File: src/rtl/sysid_probe_pkg.sv
// Shared types and constants for the system-ID probe master.
package sysid_probe_pkg;

    typedef enum logic [2:0] {
        IDLE,
        RD_ID,
        RD_TS,
        CHECK,
        DONE
    } probe_state_e;

    localparam logic SYSID_ADDR_ID = 1'b0;
    localparam logic SYSID_ADDR_TS = 1'b1;
    localparam int   TMO_W         = 8;

endpackage

File: src/rtl/sysid_probe_timeout.sv
// Per-read hold-off budget: loadable down-counter that saturates at zero.
// o_expired marks the enabled tick that consumes the last unit of budget.
module sysid_probe_timeout
    import sysid_probe_pkg::*;
(
    input  logic             clock,
    input  logic             reset_n,
    input  logic             i_load,
    input  logic [TMO_W-1:0] i_load_val,
    input  logic             i_en,
    output logic             o_expired
);

    logic [TMO_W-1:0] r_cnt;

    always_ff @(posedge clock) begin
        if (!reset_n) begin
            r_cnt <= '0;
        end else if (i_load) begin
            r_cnt <= i_load_val;
        end else if (i_en && (r_cnt != '0)) begin
            r_cnt <= r_cnt - 1'b1;
        end
    end

    // <= 1 rather than == 1 so a counter that somehow sits at zero still fires
    assign o_expired = i_en && (r_cnt <= TMO_W'(1));

endmodule

File: src/rtl/sysid_probe_master.sv
// Avalon-MM reader that fetches system ID and build timestamp and checks them.
// Optional SYSID_PROBE_AUTOSTART_EN: launch one probe right after reset release.
module sysid_probe_master
    import sysid_probe_pkg::*;
#(
    parameter logic [31:0] EXPECTED_ID    = 32'h0000_0000,
    parameter logic [31:0] EXPECTED_TS    = 32'h694B_C6B6,
    parameter int          TIMEOUT_CYCLES = 16
) (
    input  logic        clock,
    input  logic        reset_n,
    input  logic        start,
    output logic        avm_address,
    output logic        avm_read,
    input  logic [31:0] avm_readdata,
    input  logic        avm_waitrequest,
    output logic        busy,
    output logic        done,
    output logic        id_ok,
    output logic        ts_ok,
    output logic        timeout_err,
    output logic [31:0] id_value,
    output logic [31:0] ts_value
);

    probe_state_e r_state, w_next;
    logic w_start, w_xfer, w_wait, w_expired, w_tmo, w_launch, w_enter_rd;

`ifdef SYSID_PROBE_AUTOSTART_EN
    logic r_first;
    always_ff @(posedge clock) begin
        if (!reset_n) r_first <= 1'b1;
        else          r_first <= 1'b0;
    end
    assign w_start = start | r_first;
`else
    assign w_start = start;
`endif

    assign w_xfer = avm_read & ~avm_waitrequest;
    assign w_wait = avm_read &  avm_waitrequest;
    assign w_tmo  = w_wait & w_expired;

    always_ff @(posedge clock) begin
        if (!reset_n) r_state <= IDLE;
        else          r_state <= w_next;
    end

    always_comb begin
        w_next = r_state;
        case (r_state)
            IDLE, DONE: if (w_start) w_next = RD_ID;
            RD_ID: begin
                if (w_xfer)     w_next = RD_TS;
                else if (w_tmo) w_next = DONE;
            end
            RD_TS: begin
                if (w_xfer)     w_next = CHECK;
                else if (w_tmo) w_next = DONE;
            end
            CHECK:   w_next = DONE;
            default: w_next = IDLE;
        endcase
    end

    assign w_launch   = ((r_state == IDLE) || (r_state == DONE)) && (w_next == RD_ID);
    assign w_enter_rd = (w_next != r_state) && ((w_next == RD_ID) || (w_next == RD_TS));

    sysid_probe_timeout u_tmo (
        .clock      (clock),
        .reset_n    (reset_n),
        .i_load     (w_enter_rd),
        .i_load_val (TMO_W'(TIMEOUT_CYCLES)),
        .i_en       (w_wait),
        .o_expired  (w_expired)
    );

    // Outputs are registered from the next state so the bus strobe lines up with the FSM
    always_ff @(posedge clock) begin
        if (!reset_n) begin
            avm_read    <= 1'b0;
            avm_address <= SYSID_ADDR_ID;
            busy        <= 1'b0;
            done        <= 1'b0;
            id_ok       <= 1'b0;
            ts_ok       <= 1'b0;
            timeout_err <= 1'b0;
            id_value    <= '0;
            ts_value    <= '0;
        end else begin
            avm_read    <= (w_next == RD_ID) || (w_next == RD_TS);
            avm_address <= (w_next == RD_TS) ? SYSID_ADDR_TS : SYSID_ADDR_ID;
            busy        <= (w_next != IDLE) && (w_next != DONE);
            if (w_launch) begin
                done        <= 1'b0;
                id_ok       <= 1'b0;
                ts_ok       <= 1'b0;
                timeout_err <= 1'b0;
                id_value    <= '0;
                ts_value    <= '0;
            end
            if ((r_state == RD_ID) && w_xfer) id_value <= avm_readdata;
            if ((r_state == RD_TS) && w_xfer) ts_value <= avm_readdata;
            if (r_state == CHECK) begin
                done  <= 1'b1;
                id_ok <= (id_value == EXPECTED_ID);
                ts_ok <= (ts_value == EXPECTED_TS);
            end
            // A timed-out timestamp read still reports the ID already captured
            if (w_tmo) begin
                done        <= 1'b1;
                timeout_err <= 1'b1;
                id_ok       <= (r_state == RD_TS) && (id_value == EXPECTED_ID);
                ts_ok       <= 1'b0;
            end
        end
    end

endmodule

File: config.mk
export PLATFORM = sky130hd
export DESIGN_NAME = sysid_probe_master
export DESIGN_NICKNAME = d
export VERILOG_FILES = /design/src/rtl/sysid_probe_pkg.sv /design/src/rtl/sysid_probe_timeout.sv /design/src/rtl/sysid_probe_master.sv
export SDC_FILE = /design/constraint.sdc
export NUM_CORES = 1
export LEC_CHECK = 0
export CAP_MARGIN = 20
export CORE_ASPECT_RATIO = 2
export CORE_UTILIZATION = 45
export DETAILED_ROUTE_END_ITERATION = 7
export PLACE_DENSITY = 0.79
export REMOVE_ABC_BUFFERS = 1
export SYNTH_ARGS = -nofsm -noshare
export SYNTH_HDL_FRONTEND = slang
export SYNTH_SLANG_ARGS = --single-unit
File: constraint.sdc
create_clock -name clock -period 2.06 [get_ports clock]
set_clock_uncertainty 0.05 [all_clocks]
set_input_delay 0.412 -clock clock [delete_from_list [all_inputs] [get_ports clock]]
set_output_delay 0.412 -clock clock [all_outputs]
set_load 0.02 [all_outputs]
==> results of run 1 <==
==> kinds of logic (layout without fill, tap and decap cells) <==
family	count (synthesis)	count (layout)	share of synthesized area (%)
compound gates	93	93	19.9
xor+xnor	3	3	0.814
buf+inv	27	140	4.42
simple gates	137	137	23.2
flops	82	82	50.8
fa+ha+maj	2	2	0.775
==> routing by layer <==
| metal | track usage [%] | share of wire, % | routed length, um | up-vias |
|---|---|---|---|---|
| li1 | - | - | - | 1476 |
| met3 | 6.05 | 4.7 | 435 | 24 |
| met2 | 45.3 | 55 | 5080 | 112 |
| met5 | 0 | 0 | 0 | - |
| met4 | 13.1 | 3.6 | 334 | 0 |
| met1 | 26.8 | 37 | 3400 | 1494 |
==> power by group <==
part / leakage [nW] / switching, mW / internal, mW
registers: 0.662 / 0.0325 / 1.61
logic: 0.851 / 0.188 / 0.177
clock network: 0.138 / 0.602 / 0.837
==> through the flow <==
stage	setup slack (ns)	power, mW	util (%)
2_1_floorplan	-0.428	1.84	-
3_3_place_gp	0.0193	2.04	63.9
3_5_place_dp	-0.0178	2.04	63.9
4_1_cts	0.190	3.47	67.8
5_1_grt	0.142	3.57	67.8
6_report	0.195	3.45	67.8
==> state kept, by name (all words and copies together), names as in the netlist <==
| name | cells |
|---|---|
| avm_address | 1 |
| avm_read | 1 |
| busy | 1 |
| done | 1 |
| id_ok | 1 |
| id_value | 32 |
| r_state | 3 |
| timeout_err | 1 |
| ts_ok | 1 |
| ts_value | 32 |
| u_tmo.r_cnt | 8 |
==> final timing paths <==
| check | slack, ns | endpoint | cells past startpoint | from |
|---|---|---|---|---|
| setup reg to reg | 0.30 | ts_value[31] | 5 | r_state[1] |
| setup / recovery | 0.19 | avm_read | 1 | avm_read |
| hold / removal | 0.42 | timeout_err | 2 | timeout_err |
| hold reg to reg | 0.42 | timeout_err | 2 | timeout_err |
==> synth_stat cells (2+ instances only) <==
cell,n
dfxtp_1,82
a21oi_1,44
nand2_1,42
nand3_1,35
a22o_1,32
nor2_1,12
buf_2,11
clkbuf_1,8
nor4_1,8
nand4_1,6
nand2b_1,5
or4_1,4
a31oi_1,3
buf_6,3
nor2b_1,3
xnor2_1,3
a211oi_1,2
and2_1,2
and4b_1,2
ha_1,2
inv_1,2
nor4b_1,2
nor4bb_1,2
o21ai_0,2
or3_1,2
==> layout make-up <==
cell class | instances | area (sq um) | share of cell area (%)
clock buffers | 10 | 239 | 5.08
clock inverters | 6 | 32.5 | 0.691
inverters | 3 | 11.3 | 0.239
multi-input cells | 235 | 1460 | 31.0
flip-flops and latches | 82 | 1640 | 34.9
well taps | 90 | 113 | 2.39
repair buffers | 121 | 1210 | 25.7
==> impl_metrics.csv, run 1 <==
group,metric,value,unit
yosys,ys_warn_count,0,
yosys,synthArstFlopShare,0,%
worst_setup_path,arrival,1.40,ns
floorplanning,fp.dieH,122,um
global_routing,grt_start_max_net_pins,37,
sta,finalCriticalPeriod,1.87,ns
detailed_routing,drcViolationCount,0,
worst_setup_path,path_class,"flip-flop to output pin",
worst_setup_path,crit_fanout,7,
worst_hold_path,hp-class,"flip-flop to flip-flop",
detailed_routing,ant_nets,0,
cts,tritoncts,"done",
yosys,syn_avg_cell_area,9.39,sq um
layout,final_area,4710,sq um
layout,drive_gt1_share,8.75,%
cts,cts_buffers,9,
detailed_routing,wire_per_inst,16.9,um
yosys,synth_seq_cells,82,
detailed_routing,drt_iter0_drc,94,
detailed_routing,drt_wl_total,9250,um
sta,setup_viol,0,
cts,cts.repair.resized,0,
floorplanning,num_rows,43,
place,post_dp_cell_area,4440,sq um
place,place.gp.congestion,0.845,
global_routing,antenna_found_initial,0,
power_and_ir_drop,ir_drop,646,uV
yosys,synth_cell_types,50,
sta,relSlewSlack,62.5,%
layout,final_common_cell,"clkdlybuf4s50_1",
sta,fin_hold_ws,0.415,ns
sta,setup_tns,0,ns
floorplanning,dieArea,7540,sq um
floorplanning,die_w,61.9,um
floorplanning,io_pins,107,
worst_setup_path,cp_cell_sequence,"clkdlybuf4s50_1",
sta,grt_setup_unrepaired,"false",
cts,holdBufCountCts,0,
power_and_ir_drop,p_leak,1.65,nW
worst_setup_path,crit_required,1.60,ns
cts,cts.sinks,82,
cts,cts_setup_buffers,0,
worst_setup_path,path_buf_inv,1,
cts,cts_root_buf,"clkbuf_16",
yosys,syn_area,3230,sq um
detailed_routing,vias_per_cell,5.68,
cts,worst_skew_pair.late_latency,0.33,ns
place,place_inst,531,
outcome,outcome,"finished clean",
place,dp_hpwl,6660,um
layout,fillers,554,
worst_setup_path,start_kind,"flip-flop",
layout,fin_cells,547,
cts,clk_pin_slew_worst_paths,0.06,ns
cts,htree_levels,3,
yosys,yosys_most_used_dff,"dfxtp_1",
global_routing,grt-ovfl-total,0,
layout,final_cell_mix,"106 x clkdlybuf4s50_1, 82 x dfxtp_1, 44 x a21oi_1",
layout,nNetsFinal,490,
global_routing,track_usage,25.7,%
layout,area_growth,45.8,%
place,port_buffers,106,
worst_setup_path,cp_top_family,"buffers and inverters",
cts,clockBufferDepth,2,
global_routing,grt_pass1_wl,14000,um
sta,slew_violations,0,
power_and_ir_drop,cellPowerDensity,733,nW/um^2
floorplanning,start_util,46.5,%
detailed_routing,route.vias.total,3106,
yosys,synthTopCellsByArea,"dfxtp_1 51%, a22o_1 8.7%, a21oi_1 6.8%, nand3_1 5.4%, nand2_1 4.9%",
flow_run,max_cap_violations,0,
yosys,seq_area_frac_synth,50.8,%
yosys,synth_edf_count,0,
layout,antennaDiodeCount,0,
sta,max_freq,0.536,GHz
worst_setup_path,critPathCaptureType,"output pin",
detailed_routing,drtPass1Iterations,5,
worst_setup_path,crit_path_top_delay_cell,"clkdlybuf4s50_1",
yosys,synth_cells,344,
sta,tightest_slew,0.557,ns
worst_setup_path,worst_path_largest_cell_delay,0.64,ns
sta,finalCritPeriodShare,90.5,%
global_routing,grt_pass1_vias,2898,
sta,finalHoldViolCount,0,
floorplanning,fp.coreArea,6940,sq um
yosys,synth_area_leader_cell,"dfxtp_1",
yosys,yosys.area.top_type_share,50.8,%
No activity file was read; power rests on OpenSTA's default activity.
==> run 2: changes to the inputs <==
Settings changed: CTS_CLUSTER_SIZE set to 10.
==> results of run 2 <==
The final DEF is identical to that of run 1; final timing and power are the same.
==> run 3: changes to the inputs <==
Clock period 2.06 ns to 1.9 ns, I/O delays scaled along.
==> impl_metrics.csv, run 3 (synthesized netlist as in run 1, its figures left out) <==
group,metric,value,unit
outcome,outcome,"finished clean",
floorplanning,start_util,46.5,%
worst_hold_path,whs_endpoint,"timeout_err",
floorplanning,die_w,61.9,um
worst_hold_path,hold_start,"timeout_err",
cts,htree_levels,3,
worst_setup_path,start_kind,"flip-flop",
worst_hold_path,whs_path_depth,2,
flow_run,max_cap_violations,0,
sta,slew_violations,0,
sta,fin_hold_ws,0.417,ns
floorplanning,fp.coreArea,6940,sq um
floorplanning,dieArea,7540,sq um
worst_setup_path,crit_path_top_delay_cell,"clkdlybuf4s50_1",
worst_setup_path,reg2reg_depth,5,
layout,seq_area,1640,sq um
layout,area_growth,48.1,%
worst_setup_path,r2r_setup_slack,0.20,ns
global_routing,grt_pass1_wl,14400,um
worst_setup_path,cp_num_cells,1,
detailed_routing,route.vias.total,3115,
cts,cts.repair.resized,1,
place,place.gp.congestion,0.841,
global_routing,grt-ovfl-total,0,
place,place_inst,533,
place,dp_hpwl,6790,um
sta,relSlewSlack,62.1,%
sta,finalCriticalPeriod,1.79,ns
layout,nNetsFinal,492,
cts,cts.sinks,82,
place,port_buffers,106,
cts,tritoncts,"done",
cts,holdBufCountCts,0,
global_routing,track_usage,26.6,%
global_routing,grt_start_max_net_pins,37,
layout,reg_top3,"id_value (32), ts_value (32), u_tmo.r_cnt (8)",
worst_setup_path,cp_cell_sequence,"clkdlybuf4s50_1",
global_routing,grt_pass1_vias,2995,
worst_setup_path,arrival,1.36,ns
detailed_routing,drcViolationCount,0,
cts,worst_skew_pair.late_latency,0.33,ns
sta,finalHoldViolCount,0,
cts,clk_pin_slew_worst_paths,0.06,ns
worst_setup_path,crit_required,1.47,ns
worst_setup_path,path_class,"flip-flop to output pin",
sta,max_freq,0.559,GHz
global_routing,antenna_found_initial,0,
cts,cts_buffers,9,
detailed_routing,ant_nets,0,
layout,drive_gt1_share,9.15,%
worst_setup_path,crit_fanout,3,
worst_setup_path,r2r_end,"u_tmo.r_cnt[3]",
floorplanning,num_rows,43,
worst_setup_path,path_buf_inv,1,
detailed_routing,wire_per_inst,17.3,um
sta,finalCritPeriodShare,94.2,%
layout,fillers,536,
detailed_routing,drt_iter0_drc,122,
layout,final_common_cell,"clkdlybuf4s50_1",
layout,final_cell_mix,"105 x clkdlybuf4s50_1, 82 x dfxtp_1, 44 x a21oi_1",
power_and_ir_drop,cellPowerDensity,844,nW/um^2
layout,multi_input_area,1460,sq um
detailed_routing,drt_wl_total,9480,um
detailed_routing,drtPass1Iterations,4,
worst_setup_path,critPathCaptureType,"output pin",
power_and_ir_drop,total_power,4.04,mW
detailed_routing,vias_per_cell,5.67,
power_and_ir_drop,ir_drop,597,uV
worst_setup_path,worst_path_largest_cell_delay,0.63,ns
sta,tightest_slew,0.563,ns
worst_setup_path,r2r-start,"u_tmo.r_cnt[0]",
layout,antennaDiodeCount,0,
layout,fin_cells,549,
worst_setup_path,cp_top_family,"buffers and inverters",
sta,setup_viol,0,
power_and_ir_drop,p_leak,1.69,nW
cts,cts_setup_buffers,0,
sta,grt_setup_unrepaired,"false",
floorplanning,fp.dieH,122,um
cts,cts_root_buf,"clkbuf_16",
worst_hold_path,hp-class,"flip-flop to flip-flop",
floorplanning,io_pins,107,
cts,clockBufferDepth,2,
-- run 3: cell count changes in the layout (fill, tap and decap cells not counted) --
| cell | previous run | this run |
|---|---|---|
| clkdlybuf4s50_1 | 106 | 105 |
| bufinv_16 | 0 | 2 |
| dlygate4sd2_1 | 0 | 1 |
| buf_12 | 3 | 4 |
| buf_4 | 12 | 13 |
| clkinv_2 | 5 | 4 |
| clkinvlp_4 | 1 | 0 |
-- run 3: cell type report --
type	instances	share of cell area (%)
Multi-Input combinational cell	235	30.5
Tap cell	90	2.35
Sequential cell	82	34.3
Clock buffer	10	5.00
Timing Repair Buffer	123	25.9
Inverter	3	0.235
Clock inverter	6	1.67
-- run 3: through the flow --
| stage | TNS, ns | util, % | cell area, sq um | setup WS [ns] |
|---|---|---|---|---|
| 5_1_grt | 0 | 68.9 | 4780 | 0.0728 |
| 6_report | 0 | 68.9 | 4780 | 0.110 |
| 3_5_place_dp | -7.64 | 64.3 | 4460 | -0.163 |
| 2_1_floorplan | -23.64 | - | 3100 | -0.588 |
| 3_3_place_gp | -5.46 | 64.3 | 4460 | -0.0986 |
| 4_1_cts | 0 | 68.9 | 4780 | 0.0962 |
-- run 3: tightest hold or removal path: stages, from the launching register on --
cell,delay [ns]
dfxtp_1,0.31
nand2_1,0.05
a21oi_1,0.05
-- run 3: worst max-delay path by stage --
stage / start / end / slack, ns
floorplan: avm_read / id_value[0] / -0.59
global placement: avm_waitrequest / ts_value[11] / -0.1
detailed placement: avm_waitrequest / u_tmo.r_cnt[3] / -0.16
CTS: id_value[22] / id_value[22] / 0.1
global route: ts_value[25] / ts_value[25] / 0.07
finish: id_value[15] / id_value[15] / 0.11
-- run 3: per-layer routing --
metal / track usage, % / routed length (um)
met1: 28.4 / 3480
met2: 43.3 / 5120
met3: 7.96 / 433
met4: 17.5 / 440
met5: 0 / 0
-- run 3: report_power, final --
group	switching (mW)	leakage (nW)	total [mW]	internal, mW
clock network	0.668	0.162	1.84	1.18
registers	0.0368	0.662	1.79	1.75
logic	0.205	0.869	0.404	0.199
